**src/rtl/alu_share_arbiter.sv**
```systemverilog
// Round-robin arbiter sharing one external combinational ALU between two
// valid/ready requesters; operands, op and result are registered.
module alu_share_arbiter #(
  parameter int unsigned DATA_W  = 32,
  parameter int unsigned MUL_LAT = 3
) (
  input  logic              clk,
  input  logic              rst,
  input  logic              req_valid_0,
  output logic              req_ready_0,
  input  logic [2:0]        req_op_0,
  input  logic [DATA_W-1:0] req_a_0,
  input  logic [DATA_W-1:0] req_b_0,
  output logic              resp_valid_0,
  input  logic              resp_ready_0,
  output logic [DATA_W-1:0] resp_data_0,
  output logic              resp_zero_0,
  input  logic              req_valid_1,
  output logic              req_ready_1,
  input  logic [2:0]        req_op_1,
  input  logic [DATA_W-1:0] req_a_1,
  input  logic [DATA_W-1:0] req_b_1,
  output logic              resp_valid_1,
  input  logic              resp_ready_1,
  output logic [DATA_W-1:0] resp_data_1,
  output logic              resp_zero_1,
  output logic [DATA_W-1:0] alu_a,
  output logic [DATA_W-1:0] alu_b,
  output logic [2:0]        alu_op,
  input  logic [DATA_W-1:0] alu_out,
  input  logic              alu_zero
);

  localparam int unsigned CNT_W  = (MUL_LAT > 1) ? $clog2(MUL_LAT) : 1;
  localparam logic [2:0]  OP_MUL = 3'b101;

  typedef enum logic [1:0] {S_IDLE, S_EXEC, S_RESP} state_e;

  state_e              state_q, state_d;
  logic                rr_ptr_q, rr_ptr_d;
  logic                owner_q, owner_d;
  logic [CNT_W-1:0]    cnt_q, cnt_d;
  logic [2:0]          op_q, op_d;
  logic [DATA_W-1:0]   a_q, a_d;
  logic [DATA_W-1:0]   b_q, b_d;
  logic [DATA_W-1:0]   res_q, res_d;
  logic                zero_q, zero_d;

  logic                grant_0, grant_1;
  logic [2:0]          sel_op;
  logic [DATA_W-1:0]   sel_a, sel_b;
  logic                owner_ready;

  // Grant: a lone valid wins; on contention rr_ptr picks the winner.
  always_comb begin
    grant_0 = req_valid_0 & (~req_valid_1 | ~rr_ptr_q);
    grant_1 = req_valid_1 & (~req_valid_0 |  rr_ptr_q);
    sel_op  = grant_1 ? req_op_1 : req_op_0;
    sel_a   = grant_1 ? req_a_1  : req_a_0;
    sel_b   = grant_1 ? req_b_1  : req_b_0;
    owner_ready = owner_q ? resp_ready_1 : resp_ready_0;
  end

  always_ff @(posedge clk) begin
    if (rst) begin
      state_q  <= S_IDLE;
      rr_ptr_q <= 1'b0;
      owner_q  <= 1'b0;
      cnt_q    <= '0;
      op_q     <= '0;
      a_q      <= '0;
      b_q      <= '0;
      res_q    <= '0;
      zero_q   <= 1'b0;
    end else begin
      state_q  <= state_d;
      rr_ptr_q <= rr_ptr_d;
      owner_q  <= owner_d;
      cnt_q    <= cnt_d;
      op_q     <= op_d;
      a_q      <= a_d;
      b_q      <= b_d;
      res_q    <= res_d;
      zero_q   <= zero_d;
    end
  end

  always_comb begin
    state_d  = state_q;
    rr_ptr_d = rr_ptr_q;
    owner_d  = owner_q;
    cnt_d    = cnt_q;
    op_d     = op_q;
    a_d      = a_q;
    b_d      = b_q;
    res_d    = res_q;
    zero_d   = zero_q;
    unique case (state_q)
      S_IDLE: begin
        if (grant_0 | grant_1) begin
          owner_d = grant_1;
          op_d    = sel_op;
          a_d     = sel_a;
          b_d     = sel_b;
          cnt_d   = (sel_op == OP_MUL) ? CNT_W'(MUL_LAT - 1) : '0;
          state_d = S_EXEC;
        end
      end
      S_EXEC: begin
        if (cnt_q != '0) begin
          cnt_d = cnt_q - CNT_W'(1);
        end else begin
          res_d   = alu_out;
          zero_d  = alu_zero;
          state_d = S_RESP;
        end
      end
      S_RESP: begin
        // Result is held for as long as the owner applies backpressure.
        if (owner_ready) begin
          rr_ptr_d = ~owner_q;
          state_d  = S_IDLE;
        end
      end
      default: state_d = S_IDLE;
    endcase
  end

  assign req_ready_0  = ~rst & (state_q == S_IDLE) & grant_0;
  assign req_ready_1  = ~rst & (state_q == S_IDLE) & grant_1;
  assign resp_valid_0 = (state_q == S_RESP) & ~owner_q;
  assign resp_valid_1 = (state_q == S_RESP) &  owner_q;
  assign resp_data_0  = res_q;
  assign resp_data_1  = res_q;
  assign resp_zero_0  = zero_q;
  assign resp_zero_1  = zero_q;
  assign alu_a        = a_q;
  assign alu_b        = b_q;
  assign alu_op       = op_q;

endmodule
```
**config.mk**
```make
export PLATFORM = sky130hd
export DESIGN_NAME = alu_share_arbiter
export DESIGN_NICKNAME = d
export VERILOG_FILES = /design/src/rtl/alu_share_arbiter.sv
export SDC_FILE = /design/constraint.sdc
export NUM_CORES = 1
export LEC_CHECK = 0
export BUFFER_PORTS_ARGS = -buffer_cell sky130_fd_sc_hd__buf_2
export CORE_MARGIN = 1.5
export CORE_UTILIZATION = 36
export CTS_BUF_LIST = sky130_fd_sc_hd__clkbuf_16
export DETAILED_ROUTE_END_ITERATION = 10
export PLACE_DENSITY = 0.76
export SLEW_MARGIN = 20
export SYNTH_ARGS = -nofsm -noshare
export SYNTH_HDL_FRONTEND = slang
export SYNTH_SLANG_ARGS = --single-unit
```
**constraint.sdc**
```tcl
create_clock -name clk -period 2.8 [get_ports clk]
set_clock_uncertainty 0.15 [all_clocks]
set_input_delay 0.42 -clock clk [delete_from_list [all_inputs] [get_ports clk]]
set_output_delay 0.42 -clock clk [all_outputs]
set_load 0.01 [all_outputs]
```
After elaboration in Yosys (flattened, before gate mapping)
Cells that the tools add are included.
{ "classes": {"n_reduce_logical": 8, "n_eq_ne": 7, "addsub": 1, "bitwise": 16, "n_mux": 12} }
{ "ops": {"columns": ["operator", "count"], "rows": [
  ["$mux 32", 2],
  ["$mux 2", 6],
  ["$ne 2x2->1 const B", 4],
  ["$and 1x1->1", 7],
  ["$not 1->1", 6],
  ["$pmux 2 s3", 1],
  ["$reduce_and 2->1", 3],
  ["$reduce_and 3->1", 2],
  ["$pmux 2 s2", 1],
  ["$reduce_bool 2->1", 2],
  ["$eq 3x3->1 const B", 1],
  ["$mux 3", 1],
  ["$or 1x1->1", 3],
  ["$eq 2x1->1 const B", 1],
  ["$eq 2x2->1 const B", 1],
  ["$logic_not 2->1", 1],
  ["$sub 2x1->2 const B", 1],
  ["$mux 1", 1]
]} }
{ "word_totals": {"input_bits": 173, "elab_cells": 53, "out_inout_bits": 137, "register_bits": 106} }

Depth between registers and ports, before layout
Gate-level depths: netlist of run 1.
{ "depth": {"ltp_word": 8, "depth_mapped": 8, "mapped_depth_nobuf": 6} }

Least setup slack after synthesis of run 1
Ideal clock, no wire load.
{ "synth_path": {"kind": "input-to-output", "startpoint": "input req_valid_0", "endpoint": "output req_ready_1", "path_buffers": 3, "path_stages": 6, "arrival_ps": 1241, "slack_ps": 989, "required_time_ps": 2230, "path_cell_list": "inv_1 -> o21a_1 -> buf_2 -> buf_4 -> buf_2 -> and2_1"} }
{ "synth_between": {"elab_chain_cells": 4} }
{ "synth_lines": {"columns": ["element", "line_no", "source"], "rows": [
  ["start: declaration", "9", "input logic req_valid_0,"],
  ["$not 1->1", "57", "grant_1 = req_valid_1 & (~req_valid_0 | rr_ptr_q);"],
  ["$or 1x1->1", "57", null],
  ["$and 1x1->1", "57", null],
  ["$and 1x1->1", "130", "assign req_ready_1 = ~rst & (state_q == S_IDLE) & grant_1;"],
  ["end: declaration", "19", "output logic req_ready_1,"]
]} }
No other way between the ends.

Final worst setup path of run 1
{ "layout_path": {"startpoint": "register state_q[1]", "endpoint": "output resp_valid_0"} }
{ "layout_between": {"elab_chain_cells": 2} }
{ "layout_lines": {"columns": ["element", "line_no", "source"], "rows": [
  ["start: declaration", "39", "state_e state_q, state_d;"],
  ["start signal: assignment", "76", "state_q <= state_d;"],
  ["$eq 2x2->1", "131", "assign resp_valid_0 = (state_q == S_RESP) & ~owner_q;"],
  ["$and 1x1->1", "131", null],
  ["end: declaration", "14", "output logic resp_valid_0,"]
]} }
No other way between the ends.

==> out/qor.yml, run 1 <==
status:
  outcome: "finished, final reports clean"
synthesis:
  fraction_of_the_mapped_netlist_area_in_adder_cells_pct: 0.243
  synth_mux_area_share_pct: 0.389
  ys_warn_count: 0
  synth_area_um2: 5140
  netlist_instances: 602
  netlist-cell-type-count: 31
  synth-compound-area-share_pct: 24.3
  register_bit_total_from_synthesis: 106
  synthesis.nets: 776
  synthesis.area_per_instance_um2: 8.54
  synth_top_family_by_area: "compound AO/OA/AOI/OAI gates"
  yosys.area_share.xor_xnor_pct: 0
  synth-simple-area-share_pct: 22.6
  seq_area_frac_synth_pct: 41.3
timing:
  fin_tns_setup_ps: 0
  finalHoldWorstSlack_ps: 166
  final_hold_viol_count: 0
  layout_setup_ws_ps: 731
  fmax_mhz: 483
  max-slew-margin-rel_pct: 50.3
  max_slew.worst_pin.slew_ps: 745
  grt_setup_unrepaired: "no"
  portion_of_the_clock_cycle_consumed_by_the_worst_path_in_the_final_layout_pct: 73.9
  layout_min_cycle_time_ps: 2070
  timing.final.setup_violations: 0
  timing_max_transition_violations_final: 0
clocking:
  clkSinkCount: 106
  tritoncts: "done"
  clk_latency_ps: 340
  post_cts_resized: 0
  cts.hold.buffers_added: 0
  clock_root_cell: "clkbuf_16"
  clk_path_buf_depth: 2
  tritoncts.num_buffers: 9
  post-cts-setup-buffer-count: 0
  clkTransAtPathRegs_ps: 70
  cts.htree.levels: 3
power_and_ir_drop:
  irDropWorstVdd_mv: 0.287
  power_leakage_nw: 3.23
  p_per_area_nw_per_um2: 654
worst_setup_path:
  worstSetupStartpointType: "flop"
  path_cells: "nor2b_1 -> and2_1 -> buf_2"
  critical_path.max_fanout: 9
  critical_path_buf_inv_count: 1
  worst_ep_arrival_time_ps: 1500
  critPathMaxStageDelay_ps: 550
  timing.critical_path.slowest_stage_cell: "dfxtp_1"
  worst_setup_path_end_kind: "output port"
  required_ps: 2230
  critPathTopFamily: "flip-flops"
  timing.setup.critical_path_class: "flop to output port"
placed_design:
  dp_hpwl_mm: 10.3
  total_placed_cells_including_tap_cells: 1017
  place.gp.congestion: 0.770
  setup_slack_placement_ps: 814
  io_buffer_count: 309
routing:
  detail_route.wl_per_cell_um: 13.5
  total_number_of_vias: 4912
  vias_per_cell: 4.77
  ant_nets: 0
  dr.pass1.iters: 4
  totalWireLength_mm: 13.9
  drc_errors_left: 0
  drt-initial-drc-count: 162
final_layout:
  final_cells: 1030
  layout.cells.most_common_list: "buf_2 (308), nand2_1 (206), dfxtp_1 (106)"
  layout.cells.most_common: "buf_2"
  design.final.nets: 1022
  antenna_cell_count: 0
  final_layout_size_suffix_gt1_share_pct: 47.9
  area_growth_syn_to_layout_pct: 31.2
die:
  die_x_um: 123
  ioPinCount: 310
  fp.dieArea_um2: 15000
  design.core.area_um2: 13900
  die_y_um: 123
  row_count: 43
  initial_core_util_pct: 36.9
grt:
  initial_antenna_violation_count: 0
  wire_length_of_the_first_global_routing_pass_mm: 20.8
  grt_start_max_net_pins: 103
  globalRoute.totalOverflow: 0
  grt_pass1_vias: 4328
  gr-usage-all-layers_pct: 17.9
run:
  max-cap-violations: 0
hold_path:
  holdCritPathClass: "input pin to flop"
## final cells by class
type | instances | area (um^2)
clock buffer | 9 | 225
clock inverter | 4 | 71.3
fill | 1376 | 7190
inverter | 4 | 15.0
multi-input combinational | 409 | 2460
sequential | 106 | 2120
tap | 180 | 225
timing repair buffer | 318 | 1630
## metrics by stage
step	cell area [um^2]	util (%)	total power, mW
final	6740	48.4	4.41
after global placement	6450	46.3	3.14
after floorplan	5140	-	2.79
after global routing	6740	48.4	4.68
after detailed placement	6450	46.3	3.16
after CTS	6740	48.4	4.48
## state kept, by name, indices dropped and copies added (netlist names)
| register | flops |
|---|---|
| owner_q | 1 |
| alu_a | 32 |
| state_q | 2 |
| cnt_q | 2 |
| alu_b | 32 |
| alu_op | 3 |
| resp_data_0 | 32 |
| rr_ptr_q | 1 |
| resp_zero_0 | 1 |
## Yosys cell counts (all sizes together)
master     n  area, um^2
mux2i      2        20.0
a21oi     36         180
o21a       1        7.51
clkbuf    21        78.8
ha         1        12.5
a311oi    67        1010
dfxtp    106        2120
o21ai      2        13.8
nor3       5        36.3
nor2b      1        6.26
o221ai     1        8.76
nand2    206         773
a2bb2oi    1        8.76
nand3b     1        7.51
and2       3        18.8
or2        2        12.5
nand2b     1        6.26
and3       1        6.26
a21o       1        7.51
o32a       1        10.0
nor2      74         288
inv        4        15.0
nor3b      1        7.51
buf       62         480
a22oi      1        7.51
## path summary, 6_finish.rpt
path / startpoint / endpoint / slack [ps] / depth (start not counted)
worst max-delay path: state_q[1] / resp_valid_0 / 730 / 3
worst min-delay path: alu_out[18] / resp_data_0[18] / 170 / 3
worst min register to register: resp_data_0[26] / resp_data_0[26] / 310 / 2
worst max register to register: cnt_q[0] / resp_data_0[5] / 910 / 6
## layer usage
layer | wire length (um) | track usage (%) | up-vias
met5 | 0 | 0 | -
met4 | 405 | 9.23 | 0
met3 | 1030 | 4.97 | 24
met2 | 7040 | 31.7 | 209
met1 | 5450 | 19.4 | 2193
li1 | - | - | 2486
## logic make-up (layout without fill, tap and decap cells)
group | after synthesis | after routing
flops | 106 | 106
fa+ha+maj | 1 | 1
buf+inv | 87 | 335
mux | 2 | 2
simple gates | 295 | 295
compound gates | 111 | 111
## where the power goes
group | internal, mW | switching, mW | total (mW) | leakage, nW
sequential | 1.71 | 0.120 | 1.83 | 0.875
combinational | 0.533 | 0.747 | 1.28 | 2.21
clock | 0.766 | 0.534 | 1.30 | 0.145
## worst register-to-register path: stages, from the launching register on
cell and delay [ps]:
dfxtp_1 370, inv_1 60, ha_1 250, nand2_1 130
or2_2 550, nand2_1 130, a21oi_1 180
(Power assumes the default switching activity.)
==> run 2: changes to the inputs <==
Clock period 2.8 ns to 2.1 ns, I/O delays scaled along.
==> run 2 against run 1 <==
Flip-flop and latch count did not move; core utilization rose by 0.55 points; critical path depth did not move; worst hold slack got worse by 110 ps; via count is 2.3% higher; register-to-register slack got worse by 490 ps; sequential power rose by 34%; clock-buffer cell count is the same; largest cell class unchanged.
==> out/qor.yml, run 2 (synthesis results as in run 1) <==
status:
  outcome: "finished, final reports clean"
clocking:
  tritoncts.num_buffers: 9  # unchanged
  clk_path_buf_depth: 2  # unchanged
  clkTransAtPathRegs_ps: 70  # about the same
  post_cts_resized: 0  # unchanged
  cts.hold.buffers_added: 0  # unchanged
  tritoncts: "done"
  clk_latency_ps: 340  # about the same
  clkSinkCount: 106  # unchanged
  cts.htree.levels: 3  # unchanged
  clock_root_cell: "clkbuf_16"
  post-cts-setup-buffer-count: 0  # unchanged
placed_design:
  io_buffer_count: 309  # unchanged
  setup_slack_placement_ps: 374  # -440 ps
  place.gp.congestion: 0.817  # +6.0%
  dp_hpwl_mm: 10.6  # +2.8%
  dpl-instance-area_um2: 6560  # +1.7%
  total_placed_cells_including_tap_cells: 1023  # +0.59%
hold_path:
  min-delay-start: "alu_out[22]"
  hold_path_end: "resp_data_0[22]"
  timing.hold.worst_path_depth: 3  # unchanged
  holdCritPathClass: "input pin to flop"
timing:
  final_hold_viol_count: 0  # unchanged
  max_slew.worst_pin.slew_ps: 408  # -338 ps
  fmax_mhz: 538
  layout_min_cycle_time_ps: 1860
  grt_setup_unrepaired: "no"
  portion_of_the_clock_cycle_consumed_by_the_worst_path_in_the_final_layout_pct: 88.6
  fin_tns_setup_ps: 0  # unchanged
  layout_setup_ws_ps: 240  # -492 ps
  timing_max_transition_violations_final: 0  # unchanged
  timing.final.setup_violations: 0  # unchanged
  max-slew-margin-rel_pct: 72.8  # +23 points
  finalHoldWorstSlack_ps: 54.7  # -111 ps
grt:
  initial_antenna_violation_count: 0  # unchanged
  grt_start_max_net_pins: 60  # -42%
  grt_pass1_vias: 4698  # +8.5%
  globalRoute.totalOverflow: 0  # unchanged
  gr-usage-all-layers_pct: 18.5  # +0.60 points
  wire_length_of_the_first_global_routing_pass_mm: 21.8  # +4.7%
die:
  initial_core_util_pct: 36.9  # unchanged
  die_y_um: 123  # unchanged
  ioPinCount: 310  # unchanged
  fp.dieArea_um2: 15000  # unchanged
  design.core.area_um2: 13900  # unchanged
  row_count: 43  # unchanged
  die_x_um: 123  # unchanged
worst_setup_path:
  critical_path.max_fanout: 8  # -1
  critPathTopFamily: "simple AND/OR/NAND/NOR gates"
  worst_setup_path_end_kind: "output port"
  timing.setup.critical_path_class: "flop to output port"
  worst_ep_arrival_time_ps: 1400  # -100 ps
  critical_path_buf_inv_count: 1  # unchanged
  crit-reg2reg-capture: "resp_data_0[1]"
  critPathMaxStageDelay_ps: 420  # -130 ps
  required_ps: 1630  # -600 ps
  timing.critical_path.slowest_stage_cell: "dfxtp_1"
  reg2reg_from: "cnt_q[0]"
  path_cells: "nor3_1 -> and3_1 -> buf_2"
  worstSetupStartpointType: "flop"
  r2r_cells: 7  # +1
  ff2ff_setup_slack_ps: 420  # -490 ps
  origin_of_the_worst_setup_path: "state_q[0]"
final_layout:
  final_layout_size_suffix_gt1_share_pct: 48.3  # +0.43 points
  layout.cells.most_common: "buf_2"
  postLayoutCoreUtil_pct: 48.9  # +0.55 points
  design.final.nets: 1028  # +0.59%
  antenna_cell_count: 0  # unchanged
  final.fill_count: 1361  # -1.1%
  stdcell_area_um2: 6820  # +1.1%
  layout.cells.most_common_list: "buf_2 (308), nand2_1 (206), dfxtp_1 (105)"
  final_cells: 1039  # +0.87%
  area_growth_syn_to_layout_pct: 32.7
routing:
  vias_per_cell: 4.84  # +1.4%
  ant_nets: 0  # unchanged
  detail_route.wl_per_cell_um: 13.6  # +0.86%
  total_number_of_vias: 5026  # +2.3%
  drt-initial-drc-count: 172  # +6.2%
  drc_errors_left: 0  # unchanged
  totalWireLength_mm: 14.2  # +1.7%
  dr.pass1.iters: 4  # unchanged
power_and_ir_drop:
  p_per_area_nw_per_um2: 846  # +29%
  total_power_mw: 5.77  # +31%
  power_leakage_nw: 3.28  # +1.5%
  irDropWorstVdd_mv: 0.486  # +69%
run:
  max-cap-violations: 0  # unchanged
run 2: cell count changes in the layout (fill, tap and decap cells not counted):
cell / delta
inv_1: +1
dfxtp_1: -1
clkinv_2: +2
clkinv_1: +1
bufinv_16: -2
buf_12: +5
clkinvlp_4: -1
dfxtp_2: +1
clkinv_4: +2
buf_4: +1
run 2: worst register-to-register path, cell delays in order, from the launching register on:
cell	delay, ps
dfxtp_1	340
inv_1	60
ha_1	220
nand2_1	120
or2_2	330
buf_12	170
nand2_1	100
a21oi_1	60
run 2: how the worst max path moves through the flow:
stage | end | slack [ps] | depth (start not counted)
after floorplan | resp_data_0[2] | 480 | 8
after global placement | alu_b[28] | 400 | 6
after detailed placement | alu_a[20] | 370 | 7
after CTS | resp_valid_1 | 90 | 3
after global routing | req_ready_0 | 120 | 3
final | req_ready_0 | 240 | 3
run 2: final cells by class:
cell class                 instances  area (um^2)  area share (%)
tap                              180          225            3.30
sequential                       106         2120            31.1
inverter                           4         15.0           0.220
timing repair buffer             324         1740            25.5
multi-input combinational        409         2460            36.0
clock buffer                       9          225            3.30
clock inverter                     7         38.8           0.569
run 2: power breakdown:
part	switching [mW]	internal (mW)
clock	0.753	0.793
sequential	0.167	2.28
combinational	1.01	0.769
total	1.92	3.85
run 2: per-layer routing:
metal	track usage [%]	wire (um)	vias up
li1	-	-	2503
met1	20.1	5690	2290
met2	33.6	7120	207
met3	4.60	962	26
met4	8.72	403	0
met5	0	0	-
